`config.mk`:
```
export PLATFORM = sky130hd
export DESIGN_NAME = instr_in_buffer_flat
export DESIGN_NICKNAME = d
export VERILOG_FILES = /design/src/rtl/instr_in_buffer_if.sv /design/src/rtl/instr_in_buffer.sv /design/src/flat_wrapper.sv
export SDC_FILE = /design/constraint.sdc
export NUM_CORES = 1
export LEC_CHECK = 0
export BUFFER_PORTS_ARGS = -buffer_cell sky130_fd_sc_hd__buf_2
export CORE_MARGIN = 3
export CORE_UTILIZATION = 25
export DETAILED_ROUTE_END_ITERATION = 8
export SLEW_MARGIN = 10
export SYNTH_ARGS = -nofsm -noshare
export SYNTH_HDL_FRONTEND = slang
export SYNTH_SLANG_ARGS = --single-unit
```
`constraint.sdc`:
```
create_clock -name clk -period 2.49 [get_ports clk]
set_input_delay 0.249 -clock clk [delete_from_list [all_inputs] [get_ports clk]]
set_output_delay 0.249 -clock clk [all_outputs]
set_load 0.005 [all_outputs]
```
`src/rtl/instr_in_buffer_if.sv`:
```
// Handshake bundle between fetch, the instruction buffer and decode.
// The master modport is the environment side; the slave modport is the buffer.
interface instr_in_buffer_if #(
    parameter int unsigned DEPTH = 4,
    parameter int unsigned XLEN  = 32
);
    localparam int unsigned CW = $clog2(DEPTH) + 1;

    logic            in_valid;
    logic            in_ready;
    logic [XLEN-1:0] in_instr;
    logic [XLEN-1:0] in_pc;
    logic            out_valid;
    logic            out_ready;
    logic [XLEN-1:0] out_instr;
    logic [XLEN-1:0] out_pc;
    logic            out_illegal;
    logic            flush;
    logic [CW-1:0]   count;

    modport master (
        output in_valid, in_instr, in_pc, out_ready, flush,
        input  in_ready, out_valid, out_instr, out_pc, out_illegal, count
    );

    modport slave (
        input  in_valid, in_instr, in_pc, out_ready, flush,
        output in_ready, out_valid, out_instr, out_pc, out_illegal, count
    );
endinterface

```
`src/rtl/instr_in_buffer.sv`:
```
// First-word fall-through FIFO of {instr, pc} pairs between fetch and decode.
// Flush (taken branch) drops all entries; ready/valid come only from registered count.
module instr_in_buffer #(
    parameter int unsigned DEPTH = 4,
    parameter int unsigned XLEN  = 32
) (
    input logic              clk,
    input logic              rst,
    instr_in_buffer_if.slave bus
);
    localparam int unsigned AW = $clog2(DEPTH);
    localparam int unsigned CW = AW + 1;
    localparam logic [XLEN-1:0] NOP = XLEN'(32'h0000_0013);

    logic [XLEN-1:0] instr_mem_q [DEPTH];
    logic [XLEN-1:0] pc_mem_q    [DEPTH];

    logic [AW-1:0] wr_ptr_q, wr_ptr_d;
    logic [AW-1:0] rd_ptr_q, rd_ptr_d;
    logic [CW-1:0] count_q,  count_d;

    logic            in_ready;
    logic            out_valid;
    logic            push;
    logic            pop;
    logic [XLEN-1:0] head_instr;
    logic [XLEN-1:0] head_pc;

    assign in_ready   = (count_q != CW'(DEPTH));
    assign out_valid  = (count_q != '0);
    assign push       = bus.in_valid && in_ready && !bus.flush;
    assign pop        = out_valid && bus.out_ready && !bus.flush;
    assign head_instr = instr_mem_q[rd_ptr_q];
    assign head_pc    = pc_mem_q[rd_ptr_q];

    always_comb begin
        wr_ptr_d = wr_ptr_q;
        rd_ptr_d = rd_ptr_q;
        count_d  = count_q;
        if (bus.flush) begin
            wr_ptr_d = '0;
            rd_ptr_d = '0;
            count_d  = '0;
        end else begin
            // Pointers are power-of-two wide, so plain increment wraps modulo DEPTH.
            if (push) wr_ptr_d = wr_ptr_q + 1'b1;
            if (pop)  rd_ptr_d = rd_ptr_q + 1'b1;
            if (push && !pop)      count_d = count_q + 1'b1;
            else if (pop && !push) count_d = count_q - 1'b1;
        end
    end

    always_ff @(posedge clk) begin
        if (rst) begin
            wr_ptr_q <= '0;
            rd_ptr_q <= '0;
            count_q  <= '0;
        end else begin
            wr_ptr_q <= wr_ptr_d;
            rd_ptr_q <= rd_ptr_d;
            count_q  <= count_d;
        end
    end

    always_ff @(posedge clk) begin
        if (push) begin
            instr_mem_q[wr_ptr_q] <= bus.in_instr;
            pc_mem_q[wr_ptr_q]    <= bus.in_pc;
        end
    end

    assign bus.in_ready    = in_ready;
    assign bus.out_valid   = out_valid;
    assign bus.out_instr   = out_valid ? head_instr : NOP;
    assign bus.out_pc      = out_valid ? head_pc : '0;
    assign bus.out_illegal = out_valid && (head_instr[1:0] != 2'b11);
    assign bus.count       = count_q;
endmodule

```
`src/flat_wrapper.sv`:
```
// flat-port wrapper written by rule: the top's interface ports become plain ports
module instr_in_buffer_flat 
#(
    parameter int unsigned DEPTH = 4,
    parameter int unsigned XLEN  = 32
)
  (clk, rst, bus_in_valid, bus_in_instr, bus_in_pc, bus_out_ready, bus_flush, bus_in_ready, bus_out_valid, bus_out_instr, bus_out_pc, bus_out_illegal, bus_count);
  instr_in_buffer_if #(.DEPTH(DEPTH), .XLEN(XLEN)) bus_i ();
  input logic clk;
  input logic rst;
  input wire logic [$bits(bus_i.in_valid)-1:0] bus_in_valid;
  input wire logic [$bits(bus_i.in_instr)-1:0] bus_in_instr;
  input wire logic [$bits(bus_i.in_pc)-1:0] bus_in_pc;
  input wire logic [$bits(bus_i.out_ready)-1:0] bus_out_ready;
  input wire logic [$bits(bus_i.flush)-1:0] bus_flush;
  output wire logic [$bits(bus_i.in_ready)-1:0] bus_in_ready;
  output wire logic [$bits(bus_i.out_valid)-1:0] bus_out_valid;
  output wire logic [$bits(bus_i.out_instr)-1:0] bus_out_instr;
  output wire logic [$bits(bus_i.out_pc)-1:0] bus_out_pc;
  output wire logic [$bits(bus_i.out_illegal)-1:0] bus_out_illegal;
  output wire logic [$bits(bus_i.count)-1:0] bus_count;
  assign bus_i.in_valid = bus_in_valid;
  assign bus_i.in_instr = bus_in_instr;
  assign bus_i.in_pc = bus_in_pc;
  assign bus_i.out_ready = bus_out_ready;
  assign bus_i.flush = bus_flush;
  assign bus_in_ready = bus_i.in_ready;
  assign bus_out_valid = bus_i.out_valid;
  assign bus_out_instr = bus_i.out_instr;
  assign bus_out_pc = bus_i.out_pc;
  assign bus_out_illegal = bus_i.out_illegal;
  assign bus_count = bus_i.count;
  instr_in_buffer #(.DEPTH(DEPTH), .XLEN(XLEN)) u_core (.clk(clk), .rst(rst), .bus(bus_i));
endmodule
```
Yosys cells after proc, flatten, opt, wreduce, memory -nomap -nowiden
Memory sizes are Yosys's and may differ from the RTL's. A register that Yosys moved wholly into a read port is not among the register bits.
Index checks and enable logic that the tools add are counted.
{"block": "totals", "output_inout_bits": 70, "regBits": 7, "wordCells": 34, "n_memories": 2, "mem_bits_rw": 256, "input_bits": 69}
{"block": "op_classes", "mux": 10, "n_eq_ne": 2, "reduce_logical": 13, "addsub": 4}
{"memory": "u_core.instr_mem_q", "words": 4, "word_bits": 32, "read_ports": 1, "rd_clocked_by_memory_dff": 1, "wr": 1, "line_no": "instr_in_buffer.sv:15", "text": "logic [XLEN-1:0] instr_mem_q [DEPTH];"}
{"memory": "u_core.pc_mem_q", "words": 4, "word_bits": 32, "read_ports": 1, "rd_clocked_by_memory_dff": 1, "wr": 1, "line_no": "instr_in_buffer.sv:16", "text": "logic [XLEN-1:0] pc_mem_q [DEPTH];"}
{"operator": "32-bit 2-to-1 mux", "n": 2}
{"operator": "2-bit 2-to-1 mux", "n": 4}
{"operator": "1-bit logical AND", "n": 7}
{"operator": "3-bit 2-to-1 mux", "n": 2}
{"operator": "2-bit by 1-bit adder with 2-bit output, second input constant", "n": 2}
{"operator": "3-bit by 1-bit adder with 3-bit output, second input constant", "n": 1}
{"operator": "1-bit zero test", "n": 3}
{"operator": "3-bit inequality test, second input constant", "n": 1}
{"operator": "3-bit nonzero test", "n": 1}
{"operator": "3-bit by 1-bit subtractor with 3-bit output, second input constant", "n": 1}
{"operator": "1-bit 2-to-1 mux", "n": 2}
{"operator": "2-bit inequality test, second input constant", "n": 1}
{"operator": "2-bit nonzero test", "n": 1}
{"operator": "2-bit OR reduction", "n": 1}

Longest topological paths before layout
Gate-level depths: netlist of the first run.
{"block": "depth", "ltp_word": 7, "ltp_mapped": 8, "ltp_nobuf": 8}

Worst setup path before layout of the first run
No wires, ideal clock.
{"block": "synth_path", "path_kind": "reg-to-reg", "startpoint": "register u_core.count_q[0], in the netlist u_core.bus.count[0]", "endpoint": "memory u_core.instr_mem_q[0][0] (enable)", "slack_ns": -0.245, "stages_incl_launch_ff": 4, "setup_ns": 0.429, "required_ns": 2.061, "period_less_slack_ns": 2.735, "t_arrival_ns": 2.306, "n_path_buf": 0, "cell_sequence": "dfxtp_1 nor3b_1 inv_1 and3_1"}
{"block": "synth_via", "elab_chain_cells": 5}
{"element": "start: declaration", "line_no": "instr_in_buffer.sv:20", "text": "logic [CW-1:0] count_q, count_d;"}
{"element": "start signal: assignment", "line_no": "instr_in_buffer.sv:61", "text": "count_q <= count_d;"}
{"element": "3-bit inequality test", "line_no": "instr_in_buffer.sv:29", "text": "assign in_ready = (count_q != CW'(DEPTH));"}
{"element": "net bus_in_ready", "line_no": "flat_wrapper.sv:16", "text": "output wire logic [$bits(bus_i.in_ready)-1:0] bus_in_ready;"}
{"element": "1-bit logical AND (2 in series)", "line_no": "instr_in_buffer.sv:31", "text": "assign push = bus.in_valid && in_ready && !bus.flush;"}
{"element": "1-bit 2-to-1 mux", "line_no": "instr_in_buffer.sv:66", "text": "if (push) begin"}
{"element": "1-bit 2-to-1 mux (implied by the code)", "line_no": "instr_in_buffer.sv:67", "text": "instr_mem_q[wr_ptr_q] <= bus.in_instr;"}
{"element": "end: declaration", "line_no": "instr_in_buffer.sv:15"}
The timed path passes the listed nets, and every way through them passes these cells.

==> results of run 1 <==
-- timing repair --
action                     CTS  global route
pin swaps                    0             1
gates resized for setup      1             2
hold buffers                64             0
hold endpoints to repair   256             0
setup endpoints to repair   53            32
-- sequential cells by signal (all words and copies together), names as in the netlist, named ones only --
register and flops:
u_core.bus.count 3, u_core.instr_mem_q 128, u_core.pc_mem_q 128, u_core.rd_ptr_q 2, u_core.wr_ptr_q 2
-- worst min-delay path, stage by stage --
cell	delay (ns)
buf_2	0.07
or2_2	0.19
a21oi_1	0.06
-- layer usage --
metal / GRT usage / vias up / wire length, um
met3: 0.0270 / 33 / 1400
met5: 0 / - / 13
met1: 0.142 / 2651 / 9960
met4: 0.0263 / 2 / 432
li1: - / 2333 / -
met2: 0.162 / 136 / 10400
-- kinds of logic (layout without fill, tap and decap cells) --
family,after synthesis,in the layout,synth area share
other,0,2,0
buffers and inverters,26,278,0.0207
DFF,265,265,0.770
and+or+nand+nor,83,83,0.0496
AOI/OAI and AO/OA,9,9,0.00502
muxes,65,65,0.143
xor gates and xnor gates,4,4,0.00343
adders and majority gates,6,6,0.00809
-- through the flow --
| step | util | instance area, sq um | hold slack, ns | cells | worst slack, ns |
|---|---|---|---|---|---|
| 2_1_floorplan | - | 10200 | 0.348 | 458 | 0.420 |
| 3_3_place_gp | 0.292 | 11700 | 0.463 | 1119 | 0.308 |
| 3_5_place_dp | 0.292 | 11700 | 0.468 | 1119 | 0.280 |
| 4_1_cts | 0.334 | 13400 | 0.0281 | 1235 | 0.0263 |
| 6_report | 0.335 | 13400 | 0.0652 | 1237 | 0.101 |
| 5_1_grt | 0.335 | 13400 | 0.0704 | 1236 | -0.0384 |
-- cells in the mapped netlist --
| cell | n | area, sq um |
|---|---|---|
| o21ai_0 | 3 | 15.0 |
| clkbuf_1 | 7 | 26.3 |
| nand2b_1 | 1 | 6.26 |
| and2_1 | 61 | 382 |
| inv_1 | 5 | 18.8 |
| or2_1 | 3 | 18.8 |
| buf_2 | 6 | 30.0 |
| nor3_2 | 1 | 10.0 |
| mux4_2 | 62 | 1400 |
| and3_1 | 4 | 25.0 |
| buf_12 | 6 | 120 |
| fa_1 | 1 | 20.0 |
| nor2_1 | 6 | 22.5 |
| dfxtp_1 | 9 | 180 |
| ha_1 | 5 | 62.6 |
| clkbuf_2 | 1 | 5.00 |
| nor3b_1 | 1 | 7.51 |
| or2_2 | 2 | 12.5 |
| o311ai_0 | 1 | 8.76 |
| o31ai_1 | 1 | 7.51 |
| buf_6 | 1 | 11.3 |
| nand3_1 | 2 | 10.0 |
| edfxtp_1 | 256 | 7690 |
| xor2_1 | 4 | 35.0 |
| nor2b_1 | 1 | 6.26 |
| a21oi_1 | 4 | 20.0 |
| mux4_1 | 2 | 52.6 |
| mux2i_1 | 1 | 10.0 |
| or3_1 | 1 | 6.26 |
-- power groups by stage --
| stage | clock, mW | combinational, mW | sequential [mW] |
|---|---|---|---|
| global route | 5.08 | 0.677 | 4.99 |
| detailed placement | 0 | 0.542 | 5.08 |
| CTS | 4.89 | 0.628 | 4.98 |
| finish | 4.72 | 0.605 | 4.98 |
| global placement | 0 | 0.534 | 5.07 |
| floorplan | 0 | 0.262 | 5.07 |
-- how the worst max path moves through the flow --
stage                     slack (ns)                             start                          endpoint
final                           0.10                         flip-flop                  bus_out_instr[4]
after global routing           -0.04                         flip-flop                   bus_out_illegal
after CTS                       0.03                         flip-flop                  bus_out_instr[4]
after detailed placement        0.28  u_core.bus.count[0]$_SDFFE_PP0P_  u_core.bus.count[2]$_SDFFE_PP0P_
after global placement          0.31  u_core.bus.count[0]$_SDFFE_PP0P_  u_core.bus.count[2]$_SDFFE_PP0P_
after floorplan                 0.42  u_core.bus.count[0]$_SDFFE_PP0P_  u_core.bus.count[2]$_SDFFE_PP0P_
-- area by class of cell --
class | instances | share of cell area
inverters | 5 | 0.00140
diodes | 2 | 0.000374
clock buffers | 34 | 0.0595
repair buffers | 221 | 0.120
clock inverters | 18 | 0.0204
well taps | 525 | 0.0491
flip-flops and latches | 265 | 0.588
multi-input cells | 167 | 0.161
==> run_results.csv, run 1 <==
group,metric,value,unit
status,status,"finished, final reports clean",
route,drc,0,
layout,multi_input_area,2160,sq um
cts,tritoncts,"built",
worst_hold_path,hold_depth,3,
critical_path,r2r_end,"u_core.bus.count[2]$_SDFFE_PP0P_",
critical_path,end_kind,"output port",
placed_design,port_buffers,138,
critical_path,path_buf_inv,2,
power,power.total,10.3,mW
power,switching_power,2.03,mW
route,wl_per_cell,18.0,um
power,ir_worst_vdd,493,uV
job,maxCapViolCount,0,
die,dieArea,43300,sq um
die,core-area,40000,sq um
critical_path,crit_slowest_cell,"mux4_1",
critical_path,worst-path-stages,4,
global_route,grt_first_pass_wirelength,34400,um
timing,fin_tns_setup,0,ns
global_route,first_global_vias,5708,
layout,most-common-layout-cells,"edfxtp_1, buf_2, dlygate4sd3_1",
cts,numCtsBuffers,30,
timing,finalClockSkew,0.0130,ns
cts,cts.clk_slew.worst_paths,0.06,ns
timing,max_slew_margin,0.594,
global_route,grt_max_degree,38,
timing,rsz0062_at_grt,"true",
power,p_seq_frac,0.483,
placed_design,gp_congestion,0.713,
die,die_h,208,um
critical_path,cp-start-kind,"flip-flop",
placed_design,dp_hpwl,13400,um
power,p_sw_frac,0.197,
route,vias_per_cell,4.17,
die,design.portCount,139,
power,p_clk_frac,0.458,
layout,seqCellArea,7880,sq um
die,initial_core_util,0.255,
global_route,grt_usage,0.103,
die,die_w,208,um
worst_hold_path,hold_path.class,"in -> reg",
synthesis,synth_cell_types,29,
critical_path,r2r_cells,8,
timing,setup_viol,0,
worst_hold_path,hold_path_end,"u_core.bus.count[2]$_SDFFE_PP0P_",
worst_hold_path,min_from,"rst",
layout,mostFrequentLayoutCell,"edfxtp_1",
critical_path,cp_top_family,"multiplexers",
route,dr.pass1.iters,4,
critical_path,crit_chain,"buf_12 > mux4_1 > or2_1 > buf_2",
route,drt.antenna.violating_nets,0,
timing,period_minus_slack,2.39,ns
cts,cts_htree_levels,1,
critical_path,cp_max_fo,27,
critical_path,r2r_slack,0.27,ns
critical_path,cpPeakStageDelay,0.59,ns
synthesis,netlist_instances,458,
power,comb_power_share,0.059,
critical_path,timing.rr.start,"u_core.bus.count[0]$_SDFFE_PP0P_",
layout,nFillCells,3841,
power,p_int,8.28,mW
synthesis,synth_fp_nets,533,
timing,min_period_over_period,0.960,
synthesis,synth_seq_cells,265,
layout,layout-drive-gt1-share,0.393,
synthesis,mappedNetlistArea,10200,sq um
synthesis,yosysWarnings,0,
cts,clk_latency,0.55,ns
layout,fin_nets,765,
critical_path,cp_data_arrival_time,2.14,ns
layout,area_delta_synth_final,31.1,%
power,p_per_area,770,nW/um^2
critical_path,cp.required,2.24,ns
cts,cts.sinks,265,
route,wirelength,22200,um
route,drtIter0Drc,226,
global_route,antenna_found_initial,3,
synthesis,synth.avg_cell_area,22.3,sq um
route,vias,5155,
critical_path,path_class,"reg -> out",
global_route,grt-ovfl-total,0,
timing,fmax,419,MHz
cts,clockBufferDepth,3,
timing,worst_pin_slew,0.608,ns
cts,cts-root-buf,"clkbuf_16",
die,rows,73,
timing,drv_slew,0,
cts,post-cts-setup-buffer-count,0,
synthesis,ys_seq_area_frac,0.770,
power,p_leak,4.60,nW
timing,hold_viol,0,
Power figures use the tool's default switching activity.
==> inputs of run 2 (changes only) <==
Settings changed: BUFFER_PORTS_ARGS -buffer_cell sky130_fd_sc_hd__buf_2 to -buffer_cell sky130_fd_sc_hd__clkbuf_2, CORE_UTILIZATION 25 to 54, CTS_BUF_LIST set to sky130_fd_sc_hd__clkbuf_4, PLACE_DENSITY set to 0.79.
==> run 2 against run 1 <==
Effect of this change: first-iteration DRC count is 55% higher; sequential power about the same; largest cell class unchanged; total power shrank 10%; sequential share of layout area is 2.4 points higher; worst setup slack worse by 0.027 ns; die area fell by 52%; hold slack better by 0.29 ns.
==> run_results.csv, run 2 (synthesis results as in run 1) <==
group,metric,value,unit
route,drtIter0Drc,350,
die,core-area,18300,sq um
critical_path,crit_chain,"buf_16 > mux4_2 > and2_4 > clkbuf_2",
cts,cts-root-buf,"clkbuf_4",
layout,area_delta_synth_final,26.0,%
cts,tritoncts,"built",
global_route,grt_first_pass_wirelength,31500,um
cts,cts.clk_slew.worst_paths,0.07,ns
timing,worst_pin_slew,0.471,ns
timing,fin_ws,0.0738,ns
cts,numCtsBuffers,68,
status,status,"finished, final reports clean",
critical_path,cp_top_family,"multiplexers",
critical_path,cp_data_arrival_time,2.17,ns
die,die_h,144,um
critical_path,path_buf_inv,2,
critical_path,end_kind,"output port",
critical_path,cp.required,2.24,ns
layout,most-common-layout-cells,"edfxtp_1, clkbuf_2, clkbuf_4",
power,switching_power,1.91,mW
critical_path,path_class,"reg -> out",
timing,hold_viol,0,
critical_path,crit_slowest_cell,"mux4_2",
power,ir_worst_vdd,487,uV
route,drc,0,
global_route,grt_max_degree,65,
timing,drv_slew,0,
die,initial_core_util,0.559,
die,design.portCount,139,
timing,rsz0062_at_grt,"true",
cts,clk_latency,0.65,ns
power,p_seq_frac,0.540,
die,dieArea,20600,sq um
layout,layout-drive-gt1-share,0.461,
critical_path,cp_max_fo,26,
global_route,grt-ovfl-total,0,
power,p_leak,4.60,nW
timing,finalClockSkew,0.0409,ns
route,vias,5396,
global_route,first_global_vias,6219,
critical_path,timing.rr.start,"u_core.bus.count[0]$_SDFFE_PP0P_",
timing,period_minus_slack,2.42,ns
power,p_per_area,718,nW/um^2
worst_hold_path,hold_path.class,"in -> reg",
critical_path,cp-start-kind,"flip-flop",
critical_path,cpPeakStageDelay,0.55,ns
cts,cts.sinks,265,
route,wl_per_cell,19.7,um
placed_design,port_buffers,138,
placed_design,dp_hpwl,11300,um
cts,clockBufferDepth,3,
power,comb_power_share,0.067,
layout,fin_nets,807,
cts,cts_htree_levels,3,
route,wirelength,19800,um
global_route,antenna_found_initial,1,
worst_hold_path,min_from,"bus_in_pc[15]",
power,power.total,9.23,mW
power,p_clk_frac,0.393,
power,p_int,7.32,mW
job,maxCapViolCount,0,
timing,max_slew_margin,0.686,
route,drt.antenna.violating_nets,0,
global_route,grt_usage,0.202,
die,rows,49,
placed_design,gp_congestion,0.718,
route,dr.pass1.iters,4,
timing,fmax,414,MHz
layout,mostFrequentLayoutCell,"edfxtp_1",
timing,min_period_over_period,0.970,
route,vias_per_cell,5.37,
die,die_w,144,um
placed_design,pre_cts_ws,0.257,ns
timing,setup_viol,0,
power,p_sw_frac,0.207,
==> run 2: cell count changes in the layout (fill, tap and decap cells not counted), moves of 4 or more <==
cell / previous run / this run
clkinv_2: 7 / 3
bufinv_16: 7 / 2
clkbuf_2: 0 / 138
dlygate4sd3_1: 64 / 70
and2_1: 61 / 40
buf_2: 138 / 0
clkbuf_4: 0 / 100
clkbuf_16: 31 / 0
and2_4: 0 / 21
==> run 2: layout make-up <==
class,instances,area (sq um)
Antenna cell,2,5.00
Clock inverter,11,97.6
Fill cell,1134,5400
Tap cell,229,287
Clock buffer,100,751
Multi-Input combinational cell,167,2210
Timing Repair Buffer,225,1620
Inverter,5,23.8
Sequential cell,265,7880
==> run 2: routing by layer <==
layer | global-route usage | up-vias | routed length [um]
li1 | - | 2457 | -
met1 | 0.243 | 2714 | 7610
met2 | 0.340 | 188 | 10400
met3 | 0.0569 | 37 | 1200
met4 | 0.0971 | 0 | 508
met5 | 0 | - | 0
==> run 2: stage by stage <==
step | hold WS (ns) | cells | TNS, ns | utilization | cell area, sq um
floorplan | 0.348 | 458 | 0 | - | 10200
global placement | 0.461 | 816 | 0 | 0.613 | 11200
detailed placement | 0.470 | 816 | 0 | 0.613 | 11200
finish | 0.356 | 1004 | 0 | 0.704 | 12900
CTS | 0.309 | 1002 | 0 | 0.701 | 12800
global route | 0.313 | 1003 | -0.547 | 0.704 | 12900
==> run 2: path summary, 6_finish.rpt <==
check,endpoint,slack [ns],cells past startpoint
max reg2reg,u_core.bus.count[2]$_SDFFE_PP0P_,0.18,8
min reg2reg,u_core.wr_ptr_q[0]$_SDFFE_PP0P_,0.53,2
max,bus_out_pc[26],0.07,4
min,u_core.pc_mem_q[0][15]$_DFFE_PP_,0.36,2
==> run 2: timing repair <==
| item | CTS | global route |
|---|---|---|
| hold buffers | 70 | 0 |
| gates resized for setup | 5 | 22 |
| endpoints found under the hold margin | 265 | 0 |
| setup buffers | 5 | 0 |
| endpoints found under the setup margin | 63 | 36 |
==> run 2: power groups by stage <==
stage	registers (mW)	logic (mW)	clock network, mW
6_report	4.99	0.623	3.62
5_1_grt	4.99	0.681	4.00
4_1_cts	4.99	0.605	3.73
3_5_place_dp	5.08	0.502	0
3_3_place_gp	5.07	0.485	0
2_1_floorplan	5.07	0.262	0
==> run 2: worst register-to-register path, delay by kind of cell, from the launching register on <==
kind | cells | cell delay (ns)
fa+ha+maj | 2 | 0.55
xor+xnor | 1 | 0.16
simple gates | 2 | 0.50
flops | 1 | 0.41
buf+inv | 1 | 0.06
compound gates | 2 | 0.55
